[config.mk]
export PLATFORM = sky130hd
export DESIGN_NAME = bram_be_port_client
export DESIGN_NICKNAME = d
export VERILOG_FILES = /design/src/rtl/bram_be_port_client.sv
export SDC_FILE = /design/constraint.sdc
export NUM_CORES = 1
export LEC_CHECK = 0
export BUFFER_PORTS_ARGS = -buffer_cell sky130_fd_sc_hd__buf_2
export CAP_MARGIN = 20
export CORE_ASPECT_RATIO = 0.9
export CORE_MARGIN = 2
export CORE_UTILIZATION = 50
export DETAILED_ROUTE_END_ITERATION = 8
export PLACE_DENSITY_LB_ADDON = 0.2
export SETUP_SLACK_MARGIN = 0.5
export SKIP_CTS_REPAIR_TIMING = 1
export SLEW_MARGIN = 20
export SYNTH_ARGS = -nofsm -noshare
export SYNTH_HDL_FRONTEND = slang
export SYNTH_SLANG_ARGS = --single-unit
[constraint.sdc]
create_clock -name i_clk -period 3.4 [get_ports i_clk]
set_input_delay 0.17 -clock i_clk [delete_from_list [all_inputs] [get_ports i_clk]]
set_output_delay 0.17 -clock i_clk [all_outputs]
set_load 0.02 [all_outputs]
[src/rtl/bram_be_port_client.sv]
// Request/response initiator for one port of a byte-enabled block RAM.
// Read data is tracked through the RAM latency and returned in order via a credit-protected FIFO.
module bram_be_port_client #(
    parameter int unsigned PIPELINED  = 0,
    parameter int unsigned ADDR_WIDTH = 1,
    parameter int unsigned DATA_WIDTH = 1,
    parameter int unsigned CHUNKSIZE  = 1,
    parameter int unsigned WE_WIDTH   = 1,
    parameter int unsigned RSP_DEPTH  = 4
) (
    input  logic                  i_clk,
    input  logic                  i_rst,
    input  logic                  i_req_valid,
    output logic                  o_req_ready,
    input  logic [WE_WIDTH-1:0]   i_req_we,
    input  logic [ADDR_WIDTH-1:0] i_req_addr,
    input  logic [DATA_WIDTH-1:0] i_req_data,
    output logic                  o_rsp_valid,
    input  logic                  i_rsp_ready,
    output logic [DATA_WIDTH-1:0] o_rsp_data,
    output logic                  o_en,
    output logic [WE_WIDTH-1:0]   o_we,
    output logic [ADDR_WIDTH-1:0] o_addr,
    output logic [DATA_WIDTH-1:0] o_di,
    input  logic [DATA_WIDTH-1:0] i_do
);

    localparam int unsigned LAT   = PIPELINED + 1;
    localparam int unsigned PTR_W = $clog2(RSP_DEPTH);
    localparam int unsigned CNT_W = PTR_W + 1;
    localparam logic [CNT_W-1:0] DEPTH_C = CNT_W'(RSP_DEPTH);

    logic                  w_accept;
    logic                  w_rd_accept;
    logic                  w_push;
    logic                  w_pop;
    logic [LAT-1:0]        w_tag_d;
    logic [CNT_W-1:0]      w_cnt_d;
    logic [CNT_W-1:0]      w_fifo_cnt_d;

    logic [LAT-1:0]        r_tag;
    logic [CNT_W-1:0]      r_cnt;
    logic [CNT_W-1:0]      r_fifo_cnt;
    logic [PTR_W-1:0]      r_wr_ptr;
    logic [PTR_W-1:0]      r_rd_ptr;
    logic [DATA_WIDTH-1:0] r_mem [RSP_DEPTH];

    // Credits cover queued plus in-flight reads, so a captured DO always has a free slot.
    assign o_req_ready = !i_rst && (r_cnt < DEPTH_C);
    assign w_accept    = i_req_valid && o_req_ready;
    assign w_rd_accept = w_accept && (i_req_we == '0);
    assign w_push      = r_tag[LAT-1];
    assign w_pop       = (r_fifo_cnt != '0) && i_rsp_ready;

    assign o_en   = w_accept;
    assign o_we   = w_accept ? i_req_we : '0;
    assign o_addr = i_req_addr;

    for (genvar g_lane = 0; g_lane < WE_WIDTH; g_lane++) begin : g_di_lane
        assign o_di[g_lane*CHUNKSIZE +: CHUNKSIZE] = i_req_data[g_lane*CHUNKSIZE +: CHUNKSIZE];
    end

    assign o_rsp_valid = (r_fifo_cnt != '0);
    assign o_rsp_data  = r_mem[r_rd_ptr];

    always_comb begin
        w_tag_d      = r_tag << 1;
        w_tag_d[0]   = w_rd_accept;
        w_cnt_d      = r_cnt;
        w_fifo_cnt_d = r_fifo_cnt;
        if (w_rd_accept && !w_pop) begin
            w_cnt_d = r_cnt + CNT_W'(1);
        end else if (!w_rd_accept && w_pop) begin
            w_cnt_d = r_cnt - CNT_W'(1);
        end
        if (w_push && !w_pop) begin
            w_fifo_cnt_d = r_fifo_cnt + CNT_W'(1);
        end else if (!w_push && w_pop) begin
            w_fifo_cnt_d = r_fifo_cnt - CNT_W'(1);
        end
    end

    always_ff @(posedge i_clk or posedge i_rst) begin
        if (i_rst) begin
            r_tag      <= '0;
            r_cnt      <= '0;
            r_fifo_cnt <= '0;
            r_wr_ptr   <= '0;
            r_rd_ptr   <= '0;
        end else begin
            r_tag      <= w_tag_d;
            r_cnt      <= w_cnt_d;
            r_fifo_cnt <= w_fifo_cnt_d;
            if (w_push) begin
                r_wr_ptr <= r_wr_ptr + PTR_W'(1);
            end
            if (w_pop) begin
                r_rd_ptr <= r_rd_ptr + PTR_W'(1);
            end
        end
    end

    always_ff @(posedge i_clk) begin
        if (w_push) begin
            r_mem[r_wr_ptr] <= i_do;
        end
    end

endmodule
==> summary.md, run 1 <==
| Metric | Value |
|---|---|
| Worst stage delay on the critical path | `530 ps` |
| Minimum hold slack | `72.99 ps` |
| Worst path top cell family by delay | `buffers and inverters` |
| Synth cell types | `19` |
| Hold WC Path Type | `input port to flop` |
| DP HPWL | `roughly 800 um` |
| Share of cells above drive strength 1 | `0.2857` |
| Iteration-0 DRC count of the detailed router | `5` |
| Layout fillers | `about 130` |
| Synth Instances | `between 50 and 60` |
| Diodes inserted | `0` |
| Routed len/inst | `about 12 um` |
| # rows | `13` |
| Gr usage total | `0.1513` |
| Post-route ant nets | `0` |
| Fin worst setup slack | `around 1300 ps` |
| Vias/cell | `between 4 and 5` |
| CTS Root Cell | `clkbuf_4` |
| Synth warnings | `0` |
| Minimum clock period | `about 2100 ps` |
| Clk_lat worst skew | `approximately 270 ps` |
| Syn Area/Cell | `13.41 um2` |
| Max-slew violations | `0` |
| Post-route DRC violation count | `0` |
| Least-Margin Pin Slew | `roughly 440 ps` |
| Area of placed instances | `between 800 and 900 um2` |
| Unrepaired setup endpoints after global routing | `false` |
| Setup Skew | `about 4.8 ps` |
| Largest net degree at the start of global routing | `12` |
| Die area | `about 0.0019 mm2` |
| WP buf/inv | `3` |
| PwrDens | `around 770 mW/mm2` |
| #FFs+latches synth | `15` |
| Die Y-Extent | `between 40 and 50 um` |
| TritonCTS Buffers | `3` |
| Crit start category | `input port` |
| Worst slack at placement | `approximately 1400 ps` |
| Setup crit end kind | `flop` |
| Fin Setup TNS | `0 ps` |
| Core Area | `between 0.001 and 0.0015 mm2` |
| Leak | `0.3993 nW` |
| Critical Path RT | `~3600 ps` |
| Boundary pin count | `15` |
| Die W | `about 45 um` |
| # Max-Cap Violations | `0` |
| DRT Pass-1 Iters | `2` |
| Area Overhead vs Synth | `11.95%` |
| GRT overflow | `0` |
| Relative slew margins | `0.7083` |
| Vias in the first global route | `427` |
| Final cycle utilization of the critical path | `0.6290` |
| Maximum root-to-sink buffer count | `2` |
| Initial core utilization | `0.5341` |
| Routed Wire Length | `1016 um` |
| Cells along the critical path | `dlygate4sd3_1 -> buf_2 -> nor2_1 -> and2_1 -> nor2b_1 -> ha_1 -> inv_1 -> fa_1 -> xor2_1 -> nor2_1 -> xor2_1` |
| Critical path class | `input port to flop` |
| Clock sinks | `15` |
| Status | `complete, no violations` |
| Critical path's slowest cell | `dlygate4sd3_1` |
| Finished Cell Area | `855.8 um2` |
| Input/output buffers | `10` |
| Clock slew seen by the registers of the worst setup and hold paths | `around 90 ps` |
| First-pass GRT wire length | `~1800 um` |
| Crit Path Max Fanout | `3` |
| DR vias | `420` |
| Net Count, Synth | `73` |
| Arrival @ worst endpoint | `roughly 2300 ps` |
| Synthesized cell area | `764.5 um2` |
| Final Net Count | `87` |
| Seq/Total Area, Yosys | `0.5172` |
| Maximum VDD drop | `between 0.0003 and 0.0004 V` |
| TritonCTS clock tree | `built` |
| Htree depth | `1` |
| Peak Freq | `between 400 and 500 MHz` |
| Final Hold Fails | `0` |
| Final setup fails | `0` |
| Initial antenna violation count | `0` |
| Gp weighted congestion | `0.6740` |
| Power Total | `0.0006620 W` |
[cell usage in the layout, fill, tap and decap left out]
cell type and n:
and2_1 5, and3_1 1, buf_2 10, clkbuf_4 3
clkinv_2 1, dfrtp_1 11, dlygate4sd3_1 1, edfxtp_1 4
fa_1 2, ha_1 6, inv_1 5, mux2_2 2
mux4_2 1, nand2_1 1, nand2_4 1, nand3_2 1
nor2_1 3, nor2b_1 1, o21ai_0 1, or3_4 1
xnor2_1 4, xor2_1 5
[logic make-up (layout without fill, tap and decap cells)]
| kind of cell | count (synthesis) | count (layout) | share of synthesized area |
|---|---|---|---|
| compound gates | 1 | 1 | 0.006540 |
| fa+ha+maj | 8 | 8 | 0.1506 |
| flops | 15 | 15 | 0.5172 |
| simple gates | 14 | 14 | 0.1195 |
| mux | 3 | 3 | 0.05892 |
| xor+xnor | 9 | 9 | 0.1031 |
| buf+inv | 7 | 20 | 0.04419 |
[path summary, 6_finish.rpt]
check	from	depth (start not counted)	endpoint	slack (ps)
max	i_rst	11	r_cnt[2]	1260
min	i_req_we	2	r_tag	70
max reg2reg	r_fifo_cnt[0]	8	r_cnt[2]	1370
min reg2reg	r_fifo_cnt[2]	1	r_fifo_cnt[2]	470
max in group asynchronous	i_rst	3	r_fifo_cnt[0]	2660
min in group asynchronous	i_rst	3	r_wr_ptr[0]	430
[layout make-up]
cell class | instances | area (um2) | area share
Sequential cell | 15 | 395.4 | 0.4620
Multi-Input combinational cell | 35 | 335.3 | 0.3918
Timing Repair Buffer | 11 | 60.06 | 0.07018
Clock buffer | 3 | 22.52 | 0.02632
Inverter | 5 | 18.77 | 0.02193
Tap cell | 15 | 18.77 | 0.02193
Clock inverter | 1 | 5.005 | 0.005848
[Yosys cell counts]
cell type | count | area share
nand3_2 | 1 | 0.013
xnor2_1 | 4 | 0.046
mux2_2 | 2 | 0.029
fa_1 | 2 | 0.052
o21ai_0 | 1 | 0.0065
edfxtp_1 | 4 | 0.16
nand2_1 | 1 | 0.0049
mux4_2 | 1 | 0.029
dfrtp_1 | 11 | 0.36
xor2_1 | 5 | 0.057
nor2b_1 | 1 | 0.0082
and3_1 | 1 | 0.0082
and2_1 | 5 | 0.041
nor2_1 | 3 | 0.015
buf_4 | 2 | 0.020
inv_1 | 5 | 0.025
ha_1 | 6 | 0.098
nand2_4 | 1 | 0.015
or3_4 | 1 | 0.015
[per-stage QoR]
stage | utilization | instances
2_1_floorplan | - | 57
3_3_place_gp | 0.5717 | 80
3_5_place_dp | 0.5717 | 80
4_1_cts | 0.5909 | 84
5_1_grt | 0.5979 | 85
6_report | 0.5979 | 85
[report_power, final]
part	internal, W	leakage, nW	switching (W)
Sequential	0.000253	0.168	0.0000620
Combinational	0.000132	0.214	0.000118
Clock	0.0000435	0.0177	0.0000536
[layer usage]
metal,part of all wire,track usage
met1,0.48,0.1973
met2,0.46,0.2286
met3,0.050,0.02643
met4,0.0098,0.1103
met5,0,0
[registers in the layout (all words and copies together), names as in the netlist]
register / flops
r_mem: 4
r_cnt: 3
r_fifo_cnt: 3
r_rd_ptr: 2
r_wr_ptr: 2
r_tag: 1
Note: power is estimated with default switching activity, not from simulation.
==> run 2: changes to the inputs <==
--- a/config.mk
+++ b/config.mk
@@ -9,7 +9,7 @@
 export CAP_MARGIN = 20
 export CORE_ASPECT_RATIO = 0.9
 export CORE_MARGIN = 2
-export CORE_UTILIZATION = 50
+export CORE_UTILIZATION = 47
 export DETAILED_ROUTE_END_ITERATION = 8
 export PLACE_DENSITY_LB_ADDON = 0.2
 export SETUP_SLACK_MARGIN = 0.5
==> constraint.sdc (replaced) <==
create_clock -name i_clk -period 1.7 [get_ports i_clk]
set_input_delay 0.085 -clock i_clk [delete_from_list [all_inputs] [get_ports i_clk]]
set_output_delay 0.085 -clock i_clk [all_outputs]
set_load 0.02 [all_outputs]
==> run 2 against run 1 <==
Net effect: hold slack got worse by 78 ps; the flow now finishes with violations (hold timing, setup timing); sequential cell count did not move; power rose to 2.6 times the previous value; combinational power rose to 3.5 times the previous value; non-clock buffer count rose by 16; critical path type is now flop to flop; wire length rose by 25%; count of clock-buffer cells in the layout did not move; clock power rose by 110%.
==> summary.md, run 2 (same netlist as run 1, synthesis figures left out) <==
| Metric | Value |
|---|---|
| Status | `complete, but fails checks` |
| Failing checks | `hold timing, setup timing` |
| # rows | `13 (unchanged)` |
| Peak Freq | `roughly 530 MHz` |
| DP HPWL | `930.3 um (+18%)` |
| Finished Core Util | `0.7405 (+0.1426)` |
| Arrival @ worst endpoint | `2090 ps (-250 ps)` |
| Initial core utilization | `0.5165 (-0.01761)` |
| Crit start category | `flop` |
| Maximum VDD drop | `0.0008308 V (+130%)` |
| Final cycle utilization of the critical path | `1.109` |
| First-pass GRT wire length | `2076 um (+14%)` |
| Max layer used | `met4` |
| Routed len/inst | `11.72 um (-1.9%)` |
| Maximum root-to-sink buffer count | `2 (unchanged)` |
| Unrepaired setup endpoints after global routing | `true` |
| Input/output buffers | `10 (unchanged)` |
| Core Area | `0.001480 mm2 (+3.4%)` |
| Boundary pin count | `15 (unchanged)` |
| Final setup fails | `4 (+4)` |
| Crit. Startpoint | `r_fifo_cnt[0]` |
| Setup crit end kind | `flop` |
| Max-slew violations | `0 (unchanged)` |
| Post-Route M1 WL | `550 um (+12%)` |
| Diodes inserted | `0 (unchanged)` |
| Clock sinks | `15 (unchanged)` |
| Gr usage total | `0.1484 (-0.002849)` |
| Leak | `0.5102 nW (+28%)` |
| Metal2 WL | `650 um (+40%)` |
| Initial antenna violation count | `0 (unchanged)` |
| Clock slew seen by the registers of the worst setup and hold paths | `100 ps (about the same)` |
| Critical path class | `flop to flop` |
| Crit Path Max Fanout | `3 (unchanged)` |
| Largest net degree at the start of global routing | `12 (unchanged)` |
| Vias/cell | `4.398 (-11%)` |
| # Max-Cap Violations | `0 (unchanged)` |
| Share of cells above drive strength 1 | `0.5581 (+0.2724)` |
| Relative slew margins | `0.6990 (-0.009322)` |
| Minimum clock period | `1886 ps` |
| Most frequent cells in the layout | `buf_4, dfrtp_1, buf_6` |
| Worst r2r src | `r_fifo_cnt[0]` |
| TritonCTS Buffers | `3 (unchanged)` |
| Final Net Count | `103 (+18%)` |
| Final Hold Fails | `1 (+1)` |
| Critical Path RT | `1900 ps (-1710 ps)` |
| Clk_lat worst skew | `280 ps (about the same)` |
| DR vias | `475 (+13%)` |
| Die Y-Extent | `42.26 um (+2.8%)` |
| Most common cell after layout, fill and taps aside | `buf_4` |
| Htree depth | `1 (unchanged)` |
| Largest registers | `r_mem: 4 flops, r_cnt: 3 flops, r_fifo_cnt: 3 flops` |
| Fin worst setup slack | `-185.6 ps (-1447 ps)` |
| Die W | `46.51 um (+2.9%)` |
| Die area | `0.001966 mm2 (+5.8%)` |
| Wire length on met3 | `50 um (-2.0%)` |
| Hold Path Origin | `i_req_we` |
| Vias in the first global route | `515 (+21%)` |
| Gp weighted congestion | `0.6718 (-0.33%)` |
| Largest register by flop count | `r_mem` |
| PwrDens | `1561 mW/mm2 (+100%)` |
| Least-Margin Pin Slew | `451.0 ps (+13.97 ps)` |
| Routed Wire Length | `1266 um (+25%)` |
| Area Overhead vs Synth | `43.37%` |
| TritonCTS clock tree | `built` |
| CTS Root Cell | `clkbuf_4` |
| Max FFs per register | `4 (unchanged)` |
| Minimum hold slack | `-4.537 ps (-77.53 ps)` |
| Iteration-0 DRC count of the detailed router | `0 (-5)` |
| Post-route DRC violation count | `0 (unchanged)` |
| Post-route ant nets | `0 (unchanged)` |
| Setup Skew | `10.31 ps (+5.525 ps)` |
| GRT overflow | `0 (unchanged)` |
| Hold WC Path Type | `input port to flop` |
| DRT Pass-1 Iters | `1 (-1)` |
run 2: layout make-up:
cell class              count  area, um2
well taps                  22      27.53
inverters                   5      18.77
multi-input cells          35      410.4
flip-flops and latches     15      395.4
clock buffers               3      22.52
repair buffers             27      216.5
fillers                   110      384.1
clock inverters             1      5.005
run 2: through the flow:
step | setup WS [ps] | TNS [ps] | cells | area (um2) | power, W
2_1_floorplan | -222.8 | -861.7 | 57 | 819.5 | 0.001102
3_3_place_gp | -140.6 | -445.5 | 96 | 949.7 | 0.001301
3_5_place_dp | -173.6 | -600.5 | 96 | 949.7 | 0.001336
4_1_cts | -209.0 | -713.6 | 100 | 977.2 | 0.001540
5_1_grt | -281.0 | -924.5 | 108 | 1096 | 0.001852
6_report | -185.6 | -650.6 | 108 | 1096 | 0.001711
run 2: worst max-delay path, cell delays in order, from the launching register on:
cell and delay (ps):
dfrtp_1 390, or3_4 410, nand2_4 100, ha_4 140, inv_2 30, fa_2 330, xor2_1 150, nor2_1 110
xor2_1 160
run 2: path summary, 6_finish.rpt:
kind / end / slack, ps / depth (start not counted)
min in group asynchronous: r_rd_ptr[0] / 370 / 3
worst min-delay path: r_tag / -5 / 2
worst min register to register: r_rd_ptr[1] / 510 / 1
max in group asynchronous: r_fifo_cnt[1] / 1010 / 3
worst max register to register: r_fifo_cnt[2] / -190 / 8
worst max-delay path: r_fifo_cnt[2] / -190 / 8
run 2: routing by layer:
layer / vias up / GRT usage
met5: - / 0
met4: 0 / 0.08000
met3: 4 / 0.03879
met2: 10 / 0.2250
met1: 222 / 0.1878
li1: 239 / -
run 2: where the power goes:
| group | leakage [nW] | switching [W] | internal (W) |
|---|---|---|---|
| logic | 0.325 | 0.000336 | 0.000545 |
| clock network | 0.0177 | 0.000118 | 0.0000871 |
| registers | 0.168 | 0.000119 | 0.000506 |
| total | 0.510 | 0.000573 | 0.00114 |
==> run 3: changes to the inputs <==
--- a/config.mk
+++ b/config.mk
@@ -8,8 +8,8 @@
 export BUFFER_PORTS_ARGS = -buffer_cell sky130_fd_sc_hd__buf_2
 export CAP_MARGIN = 20
 export CORE_ASPECT_RATIO = 0.9
-export CORE_MARGIN = 2
-export CORE_UTILIZATION = 47
+export CORE_MARGIN = 5
+export CORE_UTILIZATION = 50
 export DETAILED_ROUTE_END_ITERATION = 8
 export PLACE_DENSITY_LB_ADDON = 0.2
 export SETUP_SLACK_MARGIN = 0.5
==> constraint.sdc (replaced) <==
create_clock -name i_clk -period 2.3 [get_ports i_clk]
set_input_delay 0.115 -clock i_clk [delete_from_list [all_inputs] [get_ports i_clk]]
set_output_delay 0.115 -clock i_clk [all_outputs]
set_load 0.02 [all_outputs]
==> run 3 against run 2 <==
Net effect: the run now ends clean; sequential cell count unchanged; register-to-register slack improved by 580 ps; maximum frequency shrank 1.2%; cell area shrank 14%; hold slack improved by 43 ps; final cell count shrank 17%; power shrank 36%; clock power fell by 32%; sequential share of layout area grew 5.7 points; clock skew is 9.6 ps lower; global-route usage decreased by 3.3 points; core utilization shrank 8.6 points; largest cell class is now flip-flops and latches.
==> summary.md, run 3 (same netlist as run 1, synthesis figures left out) <==
| Metric | Value |
|---|---|
| CTS Root Cell | `clkbuf_4` |
| Gr usage total | `0.1152 (-0.03321)` |
| Maximum root-to-sink buffer count | `2 (unchanged)` |
| Power Total | `0.001092 W (-36%)` |
| Iteration-0 DRC count of the detailed router | `2 (+2)` |
| Arrival @ worst endpoint | `2100 ps (about the same)` |
| Setup crit end kind | `flop` |
| Input/output buffers | `10 (unchanged)` |
| Area Overhead vs Synth | `23.90%` |
| Boundary pin count | `15 (unchanged)` |
| Largest registers | `r_mem: 4 flops, r_cnt: 3 flops, r_fifo_cnt: 3 flops` |
| Max-slew violations | `0 (unchanged)` |
| Largest register by flop count | `r_mem` |
| Layout fillers | `106 (-3.6%)` |
| Final Net Count | `92 (-11%)` |
| Post-route ant nets | `0 (unchanged)` |
| Core Area | `0.001448 mm2 (-2.2%)` |
| Worst path top cell family by delay | `simple AND/OR/NAND/NOR gates` |
| Max FFs per register | `4 (unchanged)` |
| Post-route DRC violation count | `0 (unchanged)` |
| Final setup fails | `0 (-4)` |
| Share of cells above drive strength 1 | `0.4400 (-0.1181)` |
| Crit Path Max Fanout | `3 (unchanged)` |
| Largest net degree at the start of global routing | `12 (unchanged)` |
| Die area | `0.002412 mm2 (+23%)` |
| First-pass GRT wire length | `1938 um (-6.6%)` |
| Clk_lat worst skew | `270 ps (about the same)` |
| Htree depth | `1 (unchanged)` |
| Most frequent CP cell | `xor2_1` |
| Setup Skew | `0.7328 ps (-9.580 ps)` |
| Fin Setup TNS | `0 ps (+650.6 ps)` |
| Final cycle utilization of the critical path | `0.8294 (-0.2797)` |
| Least-Margin Pin Slew | `415.2 ps (-35.84 ps)` |
| Initial core utilization | `0.5281 (+0.01161)` |
| TritonCTS Buffers | `3 (unchanged)` |
| Peak Freq | `524.2 MHz (-1.2%)` |
| Die W | `51.22 um (+10%)` |
| Vias/cell | `4.900 (+11%)` |
| PwrDens | `1152 mW/mm2 (-26%)` |
| Routed Wire Length | `1069 um (-16%)` |
| Hold WC Path Type | `input port to flop` |
| DRT Pass-1 Iters | `4 (+3)` |
| DP HPWL | `855.4 um (-8.1%)` |
| WP buf/inv | `1 (unchanged)` |
| Worst r2r src | `r_fifo_cnt[1]` |
| Status | `complete, no violations` |
| Hold Path Origin | `i_req_we` |
| Gp weighted congestion | `0.7044 (+4.9%)` |
| Most frequent cells in the layout | `dfrtp_1, buf_2, xor2_1, buf_4` |
| Crit. Startpoint | `r_fifo_cnt[1]` |
| Diodes inserted | `0 (unchanged)` |
| # rows | `13 (unchanged)` |
| DR vias | `441 (-7.2%)` |
| Cells along the critical path | `or3_4 -> nand2_4 -> ha_4 -> inv_2 -> fa_2 -> xor2_1 -> nor2_1 -> xor2_1` |
| Clock slew seen by the registers of the worst setup and hold paths | `80 ps (-20 ps)` |
| TritonCTS clock tree | `built` |
| Clock sinks | `15 (unchanged)` |
| Leak | `0.4310 nW (-16%)` |
| Relative slew margins | `0.7229 (+0.02392)` |
| Worst stage delay on the critical path | `410 ps (about the same)` |
| Maximum VDD drop | `0.0007053 V (-15%)` |
| GRT overflow | `0 (unchanged)` |
| Critical path class | `flop to flop` |
| Critical path's slowest cell | `or3_4` |
| Routed len/inst | `11.88 um (+1.3%)` |
| Crit start category | `flop` |
| Minimum clock period | `1908 ps (+22.09 ps)` |
| # Max-Cap Violations | `0 (unchanged)` |
| Initial antenna violation count | `0 (unchanged)` |
| Vias in the first global route | `450 (-13%)` |
| Most common cell after layout, fill and taps aside | `dfrtp_1` |
| Critical Path RT | `2490 ps (+590 ps)` |
| Final Hold Fails | `0 (-1)` |
| Unrepaired setup endpoints after global routing | `true` |
| Die Y-Extent | `47.10 um (+11%)` |
-- run 3: changes by cell type in the layout (fill, tap and decap cells not counted) --
cell / change
clkbuf_1: +1
xnor2_2: -2
xnor2_1: +2
and3_1: +1
buf_2: +4
and3_4: -1
buf_6: -7
clkinv_2: -1
buf_4: -8
-- run 3: through the flow --
| stage | cells | utilization | worst slack (ps) | cell area [um2] | hold slack, ps |
|---|---|---|---|---|---|
| final | 90 | 0.6543 | 392.3 | 947.2 | 38.87 |
| after global routing | 90 | 0.6543 | 283.2 | 947.2 | 34.30 |
| after floorplan | 57 | - | 376.4 | 819.5 | -32.56 |
| after CTS | 84 | 0.6214 | 283.4 | 899.6 | -140.5 |
| after global placement | 80 | 0.6033 | 358.3 | 873.3 | 164.2 |
| after detailed placement | 80 | 0.6033 | 314.2 | 873.3 | 164.6 |
-- run 3: final timing paths --
check,to,slack (ps),cells after the start
worst max register to register,r_cnt[2],390,8
worst min-delay path,r_tag,40,2
min in group asynchronous,r_cnt[2],400,3
worst max-delay path,r_cnt[2],390,8
max in group asynchronous,r_rd_ptr[1],1610,3
worst min register to register,r_rd_ptr[1],490,1
-- run 3: power by group --
| part | leakage, nW | switching, W | internal, W |
|---|---|---|---|
| Combinational | 0.248 | 0.000209 | 0.000283 |
| Sequential | 0.168 | 0.0000854 | 0.000374 |
| Clock | 0.0150 | 0.0000732 | 0.0000671 |
| Total | 0.431 | 0.000368 | 0.000724 |
-- run 3: area by class of cell --
class                           instances  area, um2  share of cell area
Sequential cell                        15      395.4              0.4174
Tap cell                               15      18.77             0.01982
Timing Repair Buffer                   16      97.59              0.1030
Clock buffer                            4      26.28             0.02774
Inverter                                5      18.77             0.01982
Multi-Input combinational cell         35      390.4              0.4122
-- run 3: worst reg2reg max path: stages (launching register included) --
cell and delay, ps:
dfrtp_1 380, or3_4 410, nand2_4 110, ha_4 140
inv_2 30, fa_2 330, xor2_1 140, nor2_1 120
xor2_1 170
-- run 3: routing by layer --
| metal | vias up | share of wire | global-route usage |
|---|---|---|---|
| li1 | 221 | - | - |
| met1 | 208 | 0.47 | 0.1486 |
| met2 | 12 | 0.46 | 0.1774 |
| met3 | 0 | 0.065 | 0.03175 |
| met4 | 0 | 0 | 0.06806 |
| met5 | - | 0 | 0 |
